**src/rtl/depth_upscale_2x.sv**
```systemverilog
// Nearest-neighbour 2x upscaler for a single-channel depth stream.
// Each accepted pixel is emitted twice (live copy plus its duplicate slot).
// The row is then replayed from a line buffer, again with each pixel doubled.
// A WxH input becomes a 2Wx2H output with sop/eop/sof/eof framing.
// After an eop pixel the block is ready for the next sop 2W+2 cycles later.
module depth_upscale_2x #(
  parameter  int DATA_WIDTH = 8,
  parameter  int LINE_LEN   = 112,
  localparam int ADDR_W     = $clog2(LINE_LEN)
) (
  input  logic                  clk,
  input  logic                  reset,
  input  logic [DATA_WIDTH-1:0] data_i,
  input  logic                  data_valid_i,
  input  logic                  sop_i,
  input  logic                  eop_i,
  input  logic                  sof_i,
  input  logic                  eof_i,
  output logic [DATA_WIDTH-1:0] data_o,
  output logic                  data_valid_o,
  output logic                  sop_o,
  output logic                  eop_o,
  output logic                  sof_o,
  output logic                  eof_o,
  output logic                  err_o
);

  localparam logic [ADDR_W-1:0] LAST_ADDR = ADDR_W'(LINE_LEN - 1);
  localparam logic [ADDR_W-1:0] ONE       = ADDR_W'(1);

  // LIVE waits for a pixel, DUP is the duplicate slot, REPLAY reads the buffer
  typedef enum logic [1:0] {S_IDLE, S_LIVE, S_DUP, S_REPLAY} state_t;

  state_t                state, nxt_state;
  logic [ADDR_W-1:0]     wr_addr, nxt_wr_addr;
  logic                  full, nxt_full;          // buffer holds LINE_LEN pixels
  logic [ADDR_W-1:0]     last_addr, nxt_last_addr; // W-1 of the row to replay
  logic                  eof_lat, nxt_eof_lat;
  logic                  dup_eop, nxt_dup_eop;     // duplicate slot carries eop
  logic [ADDR_W-1:0]     out_pix, nxt_out_pix;     // replay pixel index
  logic                  phase, nxt_phase;         // 0: first copy, 1: second copy
  logic                  nxt_err;
  logic [DATA_WIDTH-1:0] nxt_data;
  logic                  nxt_valid, nxt_sop, nxt_eop, nxt_sof, nxt_eof;

  logic                  take;
  logic [ADDR_W-1:0]     take_addr;
  logic                  wr_en;
  logic [ADDR_W-1:0]     rd_addr;
  logic                  replay_last;

  logic [DATA_WIDTH-1:0] mem [LINE_LEN];
  logic [DATA_WIDTH-1:0] ram_q;

  function automatic logic [ADDR_W-1:0] sat_inc(input logic [ADDR_W-1:0] a);
    return (a == LAST_ADDR) ? a : a + ONE;
  endfunction

  // Line buffer: write on accepted pixels, registered read every cycle
  // NOTE: the buffer holds only data, so it has no reset; readers never see
  // an address that was not written in the current row.
  always_ff @(posedge clk) begin
    if (wr_en) mem[take_addr] <= data_i;
    ram_q <= mem[rd_addr];
  end

  // Next-state and next-output decode
  // NOTE: every signal gets a default first so no path leaves one unassigned,
  // which would otherwise infer a latch.
  always_comb begin
    nxt_state     = state;
    nxt_wr_addr   = wr_addr;
    nxt_full      = full;
    nxt_last_addr = last_addr;
    nxt_eof_lat   = eof_lat;
    nxt_dup_eop   = dup_eop;
    nxt_out_pix   = out_pix;
    nxt_phase     = phase;
    nxt_err       = err_o;
    nxt_data      = '0;
    nxt_valid     = 1'b0;
    nxt_sop       = 1'b0;
    nxt_eop       = 1'b0;
    nxt_sof       = 1'b0;
    nxt_eof       = 1'b0;
    take          = 1'b0;
    take_addr     = '0;
    wr_en         = 1'b0;
    rd_addr       = '0;   // outside REPLAY this pre-fetches pixel 0
    replay_last   = 1'b0;

    unique case (state)
      S_IDLE: begin
        if (data_valid_i && sop_i) take = 1'b1;
      end
      S_LIVE: begin
        if (data_valid_i) begin
          if (sop_i) begin
            // row abandoned: restart at address 0
            nxt_err = 1'b1;
            take    = 1'b1;
          end else if (!full) begin
            take      = 1'b1;
            take_addr = wr_addr;
          end else begin
            // excess pixel: not stored, not emitted; eop still closes the row
            nxt_err = 1'b1;
            if (eop_i) begin
              nxt_last_addr = wr_addr;
              nxt_eof_lat   = eof_i;
              nxt_out_pix   = '0;
              nxt_phase     = 1'b0;
              nxt_state     = S_REPLAY;
            end
          end
        end
      end
      S_DUP: begin
        nxt_valid = 1'b1;
        nxt_data  = data_o;
        nxt_eop   = dup_eop;
        if (data_valid_i) nxt_err = 1'b1;
        if (dup_eop) begin
          nxt_out_pix = '0;
          nxt_phase   = 1'b0;
          nxt_state   = S_REPLAY;
        end else begin
          nxt_state = S_LIVE;
        end
      end
      S_REPLAY: begin
        replay_last = phase && (out_pix == last_addr);
        nxt_valid   = 1'b1;
        nxt_data    = ram_q;
        nxt_sop     = !phase && (out_pix == '0);
        nxt_eop     = replay_last;
        nxt_eof     = replay_last && eof_lat;
        // fetch the next pixel during the second copy of the current one
        rd_addr     = (phase && out_pix != LAST_ADDR) ? out_pix + ONE : out_pix;
        nxt_phase   = !phase;
        if (phase) nxt_out_pix = sat_inc(out_pix);
        if (data_valid_i) nxt_err = 1'b1;
        if (replay_last) begin
          nxt_wr_addr = '0;
          nxt_full    = 1'b0;
          nxt_state   = S_IDLE;
        end
      end
      default: nxt_state = S_IDLE;
    endcase

    if (take) begin
      wr_en       = 1'b1;
      nxt_wr_addr = sat_inc(take_addr);
      nxt_full    = (take_addr == LAST_ADDR);
      nxt_valid   = 1'b1;
      nxt_data    = data_i;
      nxt_sop     = sop_i;
      nxt_sof     = sop_i && sof_i;
      nxt_dup_eop = eop_i;
      nxt_state   = S_DUP;
      if (eop_i) begin
        nxt_last_addr = take_addr;
        nxt_eof_lat   = eof_i;
      end
    end
  end

  // State and registered outputs
  // NOTE: sequential state uses non-blocking assignments so every register
  // samples the pre-edge values regardless of statement order.
  always_ff @(posedge clk) begin
    if (reset) begin
      state        <= S_IDLE;
      wr_addr      <= '0;
      full         <= 1'b0;
      last_addr    <= '0;
      eof_lat      <= 1'b0;
      dup_eop      <= 1'b0;
      out_pix      <= '0;
      phase        <= 1'b0;
      err_o        <= 1'b0;
      data_o       <= '0;
      data_valid_o <= 1'b0;
      sop_o        <= 1'b0;
      eop_o        <= 1'b0;
      sof_o        <= 1'b0;
      eof_o        <= 1'b0;
    end else begin
      state        <= nxt_state;
      wr_addr      <= nxt_wr_addr;
      full         <= nxt_full;
      last_addr    <= nxt_last_addr;
      eof_lat      <= nxt_eof_lat;
      dup_eop      <= nxt_dup_eop;
      out_pix      <= nxt_out_pix;
      phase        <= nxt_phase;
      err_o        <= nxt_err;
      data_o       <= nxt_data;
      data_valid_o <= nxt_valid;
      sop_o        <= nxt_sop;
      eop_o        <= nxt_eop;
      sof_o        <= nxt_sof;
      eof_o        <= nxt_eof;
    end
  end

endmodule
```
**config.mk**
```make
export PLATFORM = sky130hd
export DESIGN_NAME = depth_upscale_2x
export DESIGN_NICKNAME = d
export VERILOG_FILES = /design/src/rtl/depth_upscale_2x.sv
export SDC_FILE = /design/constraint.sdc
export NUM_CORES = 1
export LEC_CHECK = 0
export ABC_AREA = 1
export CAP_MARGIN = 25
export CORE_AREA = 10 10 302 304
export CTS_CLUSTER_SIZE = 28
export DETAILED_ROUTE_END_ITERATION = 8
export DIE_AREA = 0 0 312 314
export PLACE_DENSITY_LB_ADDON = 0.08
export SLEW_MARGIN = 20
export SYNTH_ARGS = -nofsm -noshare
export SYNTH_HDL_FRONTEND = slang
export SYNTH_SLANG_ARGS = --single-unit
```
**constraint.sdc**
```tcl
create_clock -name clk -period 6.95 [get_ports clk]
set_clock_uncertainty 0.05 [all_clocks]
set_input_delay 2.085 -clock clk [delete_from_list [all_inputs] [get_ports clk]]
set_output_delay 2.085 -clock clk [all_outputs]
set_load 0.005 [all_outputs]
```
# After elaboration in Yosys (flattened, before gate mapping)
# Memories as Yosys holds them, arrays and structs flattened. A register that Yosys moved wholly into a read port is not among the register bits.
# Cells that the tools add are included.
# classes
n_reduce_logical	24
mux	69
bitwise	2
eq_ne	23
add_sub_neg	2
# ops
op	n
7-bit 2-to-1 mux	24
1-bit 2-to-1 mux	30
7-bit case mux with 3 select lines	1
2-bit inequality test (second input constant)	9
3-bit inequality test (second input constant)	6
6-bit AND reduction	3
8-bit case mux with 2 select lines	1
7-bit by 1-bit adder with 7-bit output (second input constant)	2
7-bit equality test (second input constant)	2
2-bit 2-to-1 mux	7
8-bit 2-to-1 mux	1
8-bit AND reduction	1
2-bit OR reduction	4
7-bit equality test	1
7-bit logical NOT	1
7-bit inequality test (second input constant)	1
1-bit logical AND	6
1-bit case mux with 2 select lines	3
2-bit case mux with 3 select lines	1
2-bit nonzero test	3
2-bit equality test (second input constant)	2
4-bit AND reduction	1
4-bit nonzero test	1
1-bit case mux with 3 select lines	1
7 further kinds	8
# word_totals
register_bits	41
in_bits	15
mem_count	1
mem_bits_rw	896
out_inout_bits	14
# mem_list
memory	depth	width	read_ports	rd_clocked_by_memory_dff	write_ports	line	text
mem	112	8	1	1	1	52	logic [DATA_WIDTH-1:0] mem [LINE_LEN];

# Logic depth before layout (Yosys ltp)
# logic_depth
depth_word	7
ltp_mapped	20

# Worst setup path after synthesis
# Ideal clock, no wire load.
# synth_timing
kind	input port to flip-flop
startpoint	input data_valid_i
endpoint	memory mem[53][0], enable pin
cell_stages	11
t_arrival_ns	3.671
path_slack_ns	2.859
path_buffers	1
cell_sequence	inv_1 > nor2_1 > inv_1 > nor2_1 > inv_1 > nor2_1 > inv_1 > nor2_1 > nand2_1 > clkbuf_1 > nor2_1
# synth_between
elab_chain_len	6
# synth_lines
element	line	text
start: declaration	14	input logic data_valid_i,
1-bit logical AND	94	if (data_valid_i && sop_i) take = 1'b1;
1-bit 2-to-1 mux	94	
1-bit case mux with 2 select lines	92	unique case (state)
1-bit 2-to-1 mux	152	if (take) begin
1-bit 2-to-1 mux	63	if (wr_en) mem[take_addr] <= data_i;
1-bit 2-to-1 mux (not written as such)	63	
end: declaration	52	
# Parallel ways exist; a longest one is shown, timed or not.

# Worst setup path in the final report
# layout_timing
startpoint	input data_valid_i
endpoint	memory mem[38][1], enable pin
# Same word-level chain as after synthesis.

==> results.rst <==
.. list-table::
   :header-rows: 1

   * - Metric
     - Value
   * - Worst slew margin
     - 19.3%
   * - Number of antenna violations at the first check in global routing
     - 1
   * - Number of design rule violations left after detail routing
     - 0
   * - Detailed-route wire length on metal 1
     - between 50 and 60 mm
   * - Level count of the clock H-tree
     - 3
   * - WL met2
     - 54.3 mm
   * - Kind of path behind the tightest hold check
     - reg2reg
   * - 1st-iter DRT viols
     - 3137
   * - Share of flip-flops with an asynchronous set or reset
     - 0%
   * - Via count of the first global-routing pass
     - 27946
   * - Critical path startpoint category
     - input port
   * - Post-placement cell area
     - 43100 um^2
   * - Clock edge transition at the registers on the reported setup and hold paths
     - 0.06 ns
   * - Worst Path Arrival
     - ~5.3 ns
   * - Area added between synthesis and finish
     - 9.86%
   * - Sum of buffers and inverters on the critical path
     - 5
   * - Post-route design area
     - 46500 um^2
   * - Wire length of the first global-routing pass
     - 177 mm
   * - Utilization of the core after routing
     - between 50 and 60%
   * - Number of filler cells placed in the layout
     - 7500
   * - Distinct cells, synth
     - 42
   * - Area of the die
     - 98000 um^2
   * - Share of the synthesized area in the top cell type
     - 63.6%
   * - Cell at the root of the clock tree
     - clkbuf_16
   * - Clock tree from TritonCTS
     - built
   * - Largest cells by area after synthesis
     - edfxtp_1, nand3_1, nand2_1, inv_1, nand4_1
   * - Crit-path max cell delay
     - roughly 0.7 ns
   * - Run status
     - complete, no violations
   * - Highest-count cells in the layout ignoring fill and taps
     - edfxtp_1, nand2_1, nand3_1
   * - Worst-case vdd ir drop
     - around 0.24 mV
   * - Leakage power figure
     - 0.0184 uW
   * - Minimum setup slack after placement
     - ~1.2 ns
   * - Clock sink count
     - 945
   * - Synthesized Nets
     - between 4000 and 5000
   * - Worst Setup Slack, final
     - 1.90 ns
   * - Cell accounting for the most synthesized area
     - edfxtp_1
   * - Num rows
     - 107
   * - Synthesized instance count
     - 4091
   * - Antenna diode instance count
     - 0
   * - #FFs+latches synth
     - 945
   * - Global route overflow
     - 0
   * - Number of CTS-inserted buffers
     - 98
   * - Starting utilization of the core area
     - 49.9%
   * - Met3 WL
     - 9.15 mm
   * - DIE HEIGHT
     - 314 um
   * - Number of warnings issued by yosys
     - 0
   * - Total GRT Usage
     - between 20% and 30%
   * - Power density cells
     - about 300 nW/um^2
   * - RSZ-0062 raised after global routing
     - false
   * - Max Buffers Root-to-Sink
     - 3
   * - Crit end category
     - flop
   * - Post-DP HPWL
     - between 60 and 70 mm
   * - Vias per cell
     - 5.57
   * - Detailed-routing iteration count for the pre-antenna-repair pass
     - 6
   * - Max cap viols
     - 0
   * - Transition at the pin with the smallest max-transition slack
     - 1.21 ns
   * - Critical path, cell by cell
     - clkdlybuf4s50_1, inv_1, nor2_1, inv_1, nor2_1, inv_1, nor2_1, inv_1, nor2_1, nand2_1, nor2_1
   * - Wirelength, routed
     - 118 mm
   * - Max Freq
     - 198 MHz
   * - Max layer used
     - met4
   * - Sequential cell area fraction in the yosys report
     - about two thirds
   * - Fraction of final layout cells sized beyond drive strength 1
     - between 5 and 6%
   * - Number of nets with antenna violations after detailed routing
     - 0
   * - # resized after CTS
     - 0
   * - Average footprint of a synthesized cell
     - 10.3 um^2
   * - Clock latency on the worst-skew pair
     - 0.67 ns
   * - Final hold violation count
     - 0
   * - EDFF count, synth
     - between 800 and 900
   * - Most common library cell in the layout ignoring fill and taps
     - edfxtp_1
   * - I/O pin count
     - 29
   * - Kind of critical path
     - in2reg
   * - Post-Route Setup TNS
     - 0 ns
   * - Post-synthesis instance area
     - 42300 um^2
   * - Core box area
     - 84900 um^2
   * - Number of I/O port buffers
     - 28
   * - Number of hold buffers added after CTS
     - 0
   * - Master of the slowest instance on the critical path
     - nor2_1
   * - Part of the cycle the worst path needs
     - 72.6%
   * - Gate family responsible for the most delay along the worst path
     - simple AND/OR/NAND/NOR gates
   * - Final Net Count
     - 4024
   * - Biggest fanout along the worst timing path
     - 8
   * - Data required, critical path
     - between 7 and 8 ns
   * - Vias after detailed routing
     - 29123
   * - Die Width
     - around 310 um
   * - Prevailing post-synth register cell
     - edfxtp_1
   * - Most used cell along the critical path
     - nor2_1
   * - Buffers inserted by post-CTS timing repair
     - 0
   * - Pin count of the biggest net entering global routing
     - 217
   * - Period minus WS final
     - 5.05 ns
   * - Detailed-route wire length per cell
     - 22.6 um
   * - Count of final setup violators
     - 0
   * - Slack of the worst reg-to-reg path
     - 2.63 ns
   * - Final count of pins violating max slew
     - 0
   * - Placer's final routability congestion estimate
     - between 0.8 and 0.9
## per-stage QoR
step                      total power, uW  hold WS [ns]  cells
after floorplan                      7810         0.365   4091
after global placement               8480         0.388   5042
after detailed placement             8490         0.391   5044
after CTS                           14000         0.401   5230
after global routing                14400         0.432   5230
final                               13900         0.399   5230
## sequential cells by signal, summed over array words and instances (netlist names)
signal and count:
err_o 1, mem 896, data_o 8, sop_o 1, phase 1, eop_o 1
full 1, dup_eop 1, sof_o 1, last_addr 7, state 2, wr_addr 7
ram_q 8, eof_lat 1, eof_o 1, data_valid_o 1, out_pix 7
## cell families after synthesis
group	Yosys count	synth area share, %
xor gates and xnor gates	7	0.145
buffers and inverters	889	9.02
DFF	945	65.9
and+or+nand+nor	2060	22.1
AOI/OAI and AO/OA	180	2.54
muxes	1	0.0236
adders and majority gates	9	0.266
## worst reg2reg max path, delay by kind of cell (launching register included)
family	cells	cell delay (ns)
flip-flops	1	0.40
AND/OR/NAND/NOR	14	1.99
buffers and inverters	2	1.54
adder cells (fa/ha/maj)	1	0.25
## worst paths after layout
check / cells past startpoint / startpoint / endpoint
worst max-delay path: 11 / data_valid_i / mem[38][1]
worst min-delay path: 2 / eof_lat / eof_o
worst max register to register: 17 / out_pix[0] / ram_q[0]
worst min register to register: 2 / eof_lat / eof_o
## cell type report
class	instances	area [um^2]	share of cell area [%]
clock inverter	70	831	1.79
inverter	626	2360	5.07
multi-input combinational	2257	10700	23.0
timing repair buffer	72	721	1.55
clock buffer	116	2590	5.58
tap	1144	1430	3.08
sequential	945	27900	60.0
## where the power goes
part	switching, uW	internal [uW]	leakage [uW]
Sequential	77.6	6310	0.00845
Combinational	1530	471	0.00828
Clock	2240	3310	0.00166
## routing by layer
layer | GRT usage, % | vias up
li1 | - | 13737
met1 | 33.6 | 14027
met2 | 37.3 | 1189
met3 | 3.55 | 170
met4 | 7.17 | 0
met5 | 0 | -
## cells in the mapped netlist, types with 3 or more instances
cell and instances:
buf_6 18, nand3_1 682, buf_4 49, nand2_4 4, nand4_1 257, a211oi_1 8, or2_0 10, or2_2 3
o21ai_0 79, nor2_1 216, nand2_2 3, buf_1 15, dfxtp_1 49, a21oi_1 38, nor4_1 3, nor3_1 5
edfxtp_1 896, clkbuf_1 53, nand2_1 870, ha_1 9, buf_2 127, inv_2 7, o211ai_1 41, inv_1 619
xor2_1 7
No activity file was read; power rests on OpenSTA's default activity.
